[config.mk]
export PLATFORM = sky130hd
export DESIGN_NAME = mdu_seq
export DESIGN_NICKNAME = d
export VERILOG_FILES = /design/src/rtl/mdu_pkg.sv /design/src/rtl/mdu_sign_fix.sv /design/src/rtl/mdu_seq.sv
export SDC_FILE = /design/constraint.sdc
export NUM_CORES = 1
export LEC_CHECK = 0
export CAP_MARGIN = 30
export CORE_ASPECT_RATIO = 1.2
export CORE_UTILIZATION = 58
export CTS_CLUSTER_DIAMETER = 100
export DETAILED_ROUTE_END_ITERATION = 6
export DONT_BUFFER_PORTS = 1
export HOLD_SLACK_MARGIN = 0.1
export PLACE_DENSITY_LB_ADDON = 0.12
export SLEW_MARGIN = 15
export SYNTH_ARGS = -nofsm -noshare
export SYNTH_HDL_FRONTEND = slang
export SYNTH_HIERARCHICAL = 1
export SYNTH_SLANG_ARGS = --single-unit
export TNS_END_PERCENT = 5
[constraint.sdc]
create_clock -name clk -period 2.2 [get_ports clk]
set_input_delay 0.66 -clock clk [delete_from_list [all_inputs] [get_ports clk]]
set_output_delay 0.66 -clock clk [all_outputs]
set_load 0.005 [all_outputs]
[src/rtl/mdu_pkg.sv]
// Shared constants, op encodings and state type for the mdu_seq sequencer.
// ALU opcodes must match the main ALU's encoding.
package mdu_pkg;

    localparam int W = 32;

    localparam logic [3:0] A_NOP = 4'b1111;
    localparam logic [3:0] A_ADD = 4'b0010;
    localparam logic [3:0] A_SUB = 4'b0110;

    localparam logic [1:0] OP_MULTU = 2'b00;
    localparam logic [1:0] OP_DIVU  = 2'b01;
    localparam logic [1:0] OP_MULT  = 2'b10;
    localparam logic [1:0] OP_DIV   = 2'b11;

    typedef enum logic [1:0] {
        S_IDLE = 2'd0,
        S_RUN  = 2'd1,
        S_FIX  = 2'd2,
        S_DONE = 2'd3
    } state_e;

endpackage

[src/rtl/mdu_sign_fix.sv]
// Operand magnitude capture and result sign correction for signed MULT/DIV.
// Only instantiated when MDU_SIGNED_EN is defined.
module mdu_sign_fix
    import mdu_pkg::*;
(
    input  logic         sgn_i,
    input  logic [W-1:0] a_i,
    input  logic [W-1:0] b_i,
    output logic [W-1:0] mag_a_o,
    output logic [W-1:0] mag_b_o,
    output logic         neg_a_o,
    output logic         neg_b_o,
    input  logic         is_div_i,
    input  logic         neg_a_i,
    input  logic         neg_b_i,
    input  logic [W-1:0] hi_i,
    input  logic [W-1:0] lo_i,
    output logic [W-1:0] hi_o,
    output logic [W-1:0] lo_o
);

    logic [2*W-1:0] prod;
    logic [2*W-1:0] prod_n;
    logic           neg_r;

    assign neg_a_o = sgn_i & a_i[W-1];
    assign neg_b_o = sgn_i & b_i[W-1];
    assign mag_a_o = neg_a_o ? -a_i : a_i;
    assign mag_b_o = neg_b_o ? -b_i : b_i;

    assign prod   = {hi_i, lo_i};
    assign prod_n = -prod;
    assign neg_r  = neg_a_i ^ neg_b_i;

    // Remainder takes the dividend's sign; quotient/product the xor.
    always_comb begin
        hi_o = hi_i;
        lo_o = lo_i;
        if (is_div_i) begin
            hi_o = neg_a_i ? -hi_i : hi_i;
            lo_o = neg_r ? -lo_i : lo_i;
        end else if (neg_r) begin
            {hi_o, lo_o} = prod_n;
        end
    end

endmodule

[src/rtl/mdu_seq.sv]
// Iterative MULTU/DIVU sequencer stepping the shared ALU once per grant.
// Define MDU_SIGNED_EN to add signed MULT/DIV with a FIX correction cycle.
module mdu_seq
    import mdu_pkg::*;
(
    input  logic         clk,
    input  logic         rst,
    input  logic         start,
    input  logic [1:0]   op,
    input  logic [W-1:0] src_a,
    input  logic [W-1:0] src_b,
    output logic         busy,
    output logic         done,
    output logic [W-1:0] hi,
    output logic [W-1:0] lo,
    output logic         alu_req,
    input  logic         alu_gnt,
    output logic [3:0]   alu_op,
    output logic [W-1:0] alu_a,
    output logic [W-1:0] alu_b,
    input  logic [W-1:0] alu_result
);

    state_e       state_q;
    logic [4:0]   cnt_q;
    logic [W-1:0] acc_hi_q;
    logic [W-1:0] acc_lo_q;
    logic [W-1:0] opnd_q;
    logic         is_div_q;
    logic [W-1:0] hi_q;
    logic [W-1:0] lo_q;

    logic         run;
    logic         step;
    logic         r_msb;
    logic [W-1:0] sh_rem;
    logic [W-1:0] sh_quo;
    logic         carry;
    logic         borrow;
    logic [W-1:0] acc_hi_d;
    logic [W-1:0] acc_lo_d;
    logic [W-1:0] cap_a;
    logic [W-1:0] cap_b;

`ifdef MDU_SIGNED_EN
    logic         sgn_q;
    logic         neg_a_q;
    logic         neg_b_q;
    logic         neg_a_d;
    logic         neg_b_d;
    logic [W-1:0] fix_hi;
    logic [W-1:0] fix_lo;

    mdu_sign_fix u_sign_fix (
        .sgn_i    (op[1]),
        .a_i      (src_a),
        .b_i      (src_b),
        .mag_a_o  (cap_a),
        .mag_b_o  (cap_b),
        .neg_a_o  (neg_a_d),
        .neg_b_o  (neg_b_d),
        .is_div_i (is_div_q),
        .neg_a_i  (neg_a_q),
        .neg_b_i  (neg_b_q),
        .hi_i     (acc_hi_q),
        .lo_i     (acc_lo_q),
        .hi_o     (fix_hi),
        .lo_o     (fix_lo)
    );
`else
    logic unused_op;

    assign unused_op = op[1];
    assign cap_a     = src_a;
    assign cap_b     = src_b;
`endif

    assign run  = (state_q == S_RUN);
    assign step = run & alu_gnt;

    assign {r_msb, sh_rem, sh_quo} = {acc_hi_q, acc_lo_q, 1'b0};

    assign alu_req = run;
    assign alu_op  = !run ? A_NOP : (is_div_q ? A_SUB : A_ADD);
    assign alu_a   = !run ? '0 : (is_div_q ? sh_rem : acc_hi_q);
    assign alu_b   = !run ? '0 :
                     (is_div_q || acc_lo_q[0]) ? opnd_q : '0;

    // Carry/borrow rebuilt from sign bits since the ALU exports only 32 bits.
    assign carry  = (alu_a[W-1] & alu_b[W-1])
                  | ((alu_a[W-1] | alu_b[W-1]) & ~alu_result[W-1]);
    assign borrow = (~alu_a[W-1] & alu_b[W-1])
                  | ((~alu_a[W-1] | alu_b[W-1]) & alu_result[W-1]);

    always_comb begin
        acc_hi_d = {carry, alu_result[W-1:1]};
        acc_lo_d = {alu_result[0], acc_lo_q[W-1:1]};
        if (is_div_q) begin
            if (r_msb | ~borrow) begin
                acc_hi_d = alu_result;
                acc_lo_d = {sh_quo[W-1:1], 1'b1};
            end else begin
                acc_hi_d = sh_rem;
                acc_lo_d = sh_quo;
            end
        end
    end

    always_ff @(posedge clk) begin
        if (rst) begin
            state_q  <= S_IDLE;
            cnt_q    <= '0;
            acc_hi_q <= '0;
            acc_lo_q <= '0;
            opnd_q   <= '0;
            is_div_q <= 1'b0;
            hi_q     <= '0;
            lo_q     <= '0;
`ifdef MDU_SIGNED_EN
            sgn_q    <= 1'b0;
            neg_a_q  <= 1'b0;
            neg_b_q  <= 1'b0;
`endif
        end else begin
            unique case (state_q)
                S_IDLE: begin
                    if (start) begin
                        is_div_q <= op[0];
                        cnt_q    <= '0;
                        acc_hi_q <= '0;
                        acc_lo_q <= op[0] ? cap_a : cap_b;
                        opnd_q   <= op[0] ? cap_b : cap_a;
`ifdef MDU_SIGNED_EN
                        sgn_q    <= op[1];
                        neg_a_q  <= neg_a_d;
                        neg_b_q  <= neg_b_d;
`endif
                        if (op[0] && src_b == '0) begin
                            hi_q    <= src_a;
                            lo_q    <= '1;
                            state_q <= S_DONE;
                        end else begin
                            state_q <= S_RUN;
                        end
                    end
                end
                S_RUN: begin
                    if (step) begin
                        acc_hi_q <= acc_hi_d;
                        acc_lo_q <= acc_lo_d;
                        cnt_q    <= cnt_q + 5'd1;
                        if (cnt_q == 5'd31) begin
`ifdef MDU_SIGNED_EN
                            if (sgn_q) begin
                                state_q <= S_FIX;
                            end else begin
                                hi_q    <= acc_hi_d;
                                lo_q    <= acc_lo_d;
                                state_q <= S_DONE;
                            end
`else
                            hi_q    <= acc_hi_d;
                            lo_q    <= acc_lo_d;
                            state_q <= S_DONE;
`endif
                        end
                    end
                end
`ifdef MDU_SIGNED_EN
                S_FIX: begin
                    hi_q    <= fix_hi;
                    lo_q    <= fix_lo;
                    state_q <= S_DONE;
                end
`endif
                S_DONE: state_q <= S_IDLE;
                default: state_q <= S_IDLE;
            endcase
        end
    end

    assign busy = (state_q != S_IDLE);
    assign done = (state_q == S_DONE);
    assign hi   = hi_q;
    assign lo   = lo_q;

endmodule

==> out/qor.yml <==
yosys:
  ys_warn_count: 6
  synth_seq_area_share_pct: 36.9
  syn_nets: 1194
  synth_area_sq_um: 9110
  ys_ff_latch: 168
  synthDistinctLibCells: 44
  synthCells: 1090
  syn_avg_cell_area_sq_um: 8.36
cells_and_area:
  layout.cells.non_filler: 1244
  final_util_pct: 65.7
  fin_nets: 1132
  final_cell_mix: "dfxtp_1 (166), a211oi_1 (127), nor2_1 (106)"
  layout-area-overhead-vs-synth_pct: 9.17
  layout_commonest_cell: "dfxtp_1"
  antenna_cells: 0
  drive_gt1_share_pct: 13.2
clock_network:
  clock-sinks: 168
  htreeDepth: 4
  insertion_delay_ns: 0.43
  cts-buffers-inserted: 17
  path_clk_slew_ns: 0.06
  cts-root-buf: "clkbuf_16"
  cts_tree: "built"
  max-clock-path-buffers: 2
critical_path:
  path_class: "flip-flop to primary output"
  critical_path.max_fanout: 15
  r2r-start: "state_q[0]"
  setup.worst_path.start_class: "flip-flop"
  crit_arrival_ns: 1.58
  required_ns: 1.54
  reg2reg_setup_slack_ns: 0.12
  timing.rr.end: "lo[1]"
  endpoint_kind: "primary output"
  reg2reg_depth: 7
placed_design:
  hpwl_um: 17600
  port-buffer-count: 0
  place_inst: 1207
  gp_congestion: 0.860
floorplan:
  start_util_pct: 60.2
  ios: 237
  die-width_um: 116
  die_area_sq_um: 16200
  die_height_um: 139
  rows: 49
  core_area_sq_um: 15100
global_routing:
  grt_pass1_vias: 7616
  antenna_found_initial: 0
  grt_remaining_overflow: 0
  use_met3_pct: 7.75
  grt_pass1_wl_um: 41700
  busiest_layer: "met2"
  grt_use_total_pct: 32.9
  grt_max_degree: 170
  met2_usage_pct: 50.6
  grt_use_met1_pct: 44.6
drt:
  drc: 0
  wl_per_cell_um: 21.6
  ant_nets: 0
  num_vias: 8183
  first_pass_iters: 5
  first_iter_violations: 756
  vias_per_cell: 6.58
  totalWireLength_um: 26900
sta:
  layout_min_cycle_time_ns: 2.24
  fin_skew_ns: 0.00608
  slew_violations: 0
  hold_violations: 0
  worst_pin_slew_ns: 0.621
  fin_ws_ns: -0.0372
  max_freq_mhz: 447
  max_slew_margin_pct: 58.6
  min_period_over_period_pct: 102
  rsz0062_at_grt: "yes"
  setup_viol: 30
outcome:
  outcome: "complete, but fails checks"
  violations: "negative setup slack"
power_and_ir_drop:
  clkPwrFrac_pct: 41.1
  p_leak_nw: 3.42
  p_per_area_nw_per_um2: 727
  p_int_mw: 5.32
  switching_share_pct: 26.5
  vdd_drop_max_uv: 541
  p_seq_share_pct: 45.2
  combinationalPowerShare_pct: 13.7
  switchingPower_mw: 1.92
worst_hold_path:
  hp-start: "rst"
  holdPathEnd: "hi[10]"
  hold_path_depth: 1
  hp-class: "primary input to flip-flop"
run:
  drv_cap: 0
## worst max-delay path, cell delays in order, from the launching register on
cell and delay (ns):
dfxtp_4 0.34, nor2b_4 0.18, inv_4 0.06, nor2_4 0.13, buf_12 0.14, buf_16 0.14, and2_1 0.15
## Yosys cell counts (all sizes together)
library cell,count,area (sq um)
a211oi,127,953
a21o,1,7.51
a21oi,102,510
a311o,1,10.0
a311oi,31,328
a31o,30,263
a31oi,1,6.26
a32oi,2,17.5
and2,34,213
and3,1,6.26
buf,61,354
clkbuf,62,236
conb,1,3.75
dfxtp,168,3360
ha,2,25.0
inv,3,11.3
mux2i,97,971
nand2,37,139
nand2b,1,6.26
nand3,32,160
nand3b,32,240
nand4,2,12.5
nand4b,1,8.76
nor2,110,413
nor2b,34,215
nor3,4,20.0
nor4,7,43.8
nor4b,1,15.0
o211a,1,10.0
o211ai,2,15.0
o21a,1,7.51
o21ai,94,470
o31a,1,8.76
o31ai,1,12.5
or2,2,12.5
or3,1,6.26
xor2,2,17.5
## per-stage QoR
stage / setup TNS (ns) / cell area (sq um) / hold slack (ns) / total power, mW / setup WS (ns)
final: -0.646 / 9950 / 0.298 / 7.23 / -0.0372
after floorplan: 0 / 9110 / 0.458 / 4.10 / 0.0238
after global placement: -19.22 / 9190 / 0.467 / 4.25 / -0.337
after global routing: -3.26 / 9950 / 0.286 / 7.49 / -0.0871
after detailed placement: -19.42 / 9190 / 0.478 / 4.27 / -0.356
after CTS: -0.216 / 9910 / 0.301 / 7.24 / -0.0129
## how the worst max path moves through the flow
stage	cells after the start	to	start	slack [ns]
after floorplan	7	alu_a[13]	state_q[0]	0.02
after global placement	7	hi[17]	src_b[25]	-0.34
after detailed placement	7	hi[17]	src_b[25]	-0.36
after CTS	6	alu_b[17]	state_q[0]	-0.01
after global routing	3	alu_a[2]	is_div_q	-0.09
final	6	alu_b[28]	state_q[0]	-0.04
## layer usage
layer  vias to the layer above  wire (um)
met2                       310      12500
met3                        49       2220
li1                       3906          -
met1                      3918      11400
met5                         -          0
met4                         0        730
## cell type report
class	instances	area [sq um]
Multi-Input combinational cell	796	5240
Fill cell	1327	5190
Sequential cell	168	3370
Clock buffer	25	515
Timing Repair Buffer	42	494
Tap cell	204	255
Clock inverter	6	62.6
Inverter	3	13.8
## what timing repair did
item                                    4_1_cts  5_1_grt
setup buffers                                 4        0
pin swaps                                     2       14
gates cloned                                  2        0
resized for setup                            18       13
hold buffers                                  0        0
endpoints found under the setup margin       70       80
## registers in the layout, summed over array words and instances, names as in the netlist
name      cells
opnd_q       32
lo           32
is_div_q      1
state_q       2
acc_lo_q     32
cnt_q         5
acc_hi_q     32
hi           32
## cell families after synthesis
logic type,after synthesis,synth area share (%)
other,1,0.0411
AOI/OAI and AO/OA,395,28.7
muxes,97,10.7
and+or+nand+nor,299,16.6
adders and majority gates,2,0.275
DFF,168,36.9
xor gates and xnor gates,2,0.192
buffers and inverters,126,6.60
## power by group through the flow
stage               clock network, mW  logic, mW  registers [mW]
finish                           2.97      0.994            3.27
global route                     3.11       1.10            3.28
CTS                              2.99      0.984            3.26
detailed placement                  0      0.937            3.33
global placement                    0      0.922            3.33
floorplan                           0      0.803            3.30
Note: power is estimated with default switching activity, not from simulation.
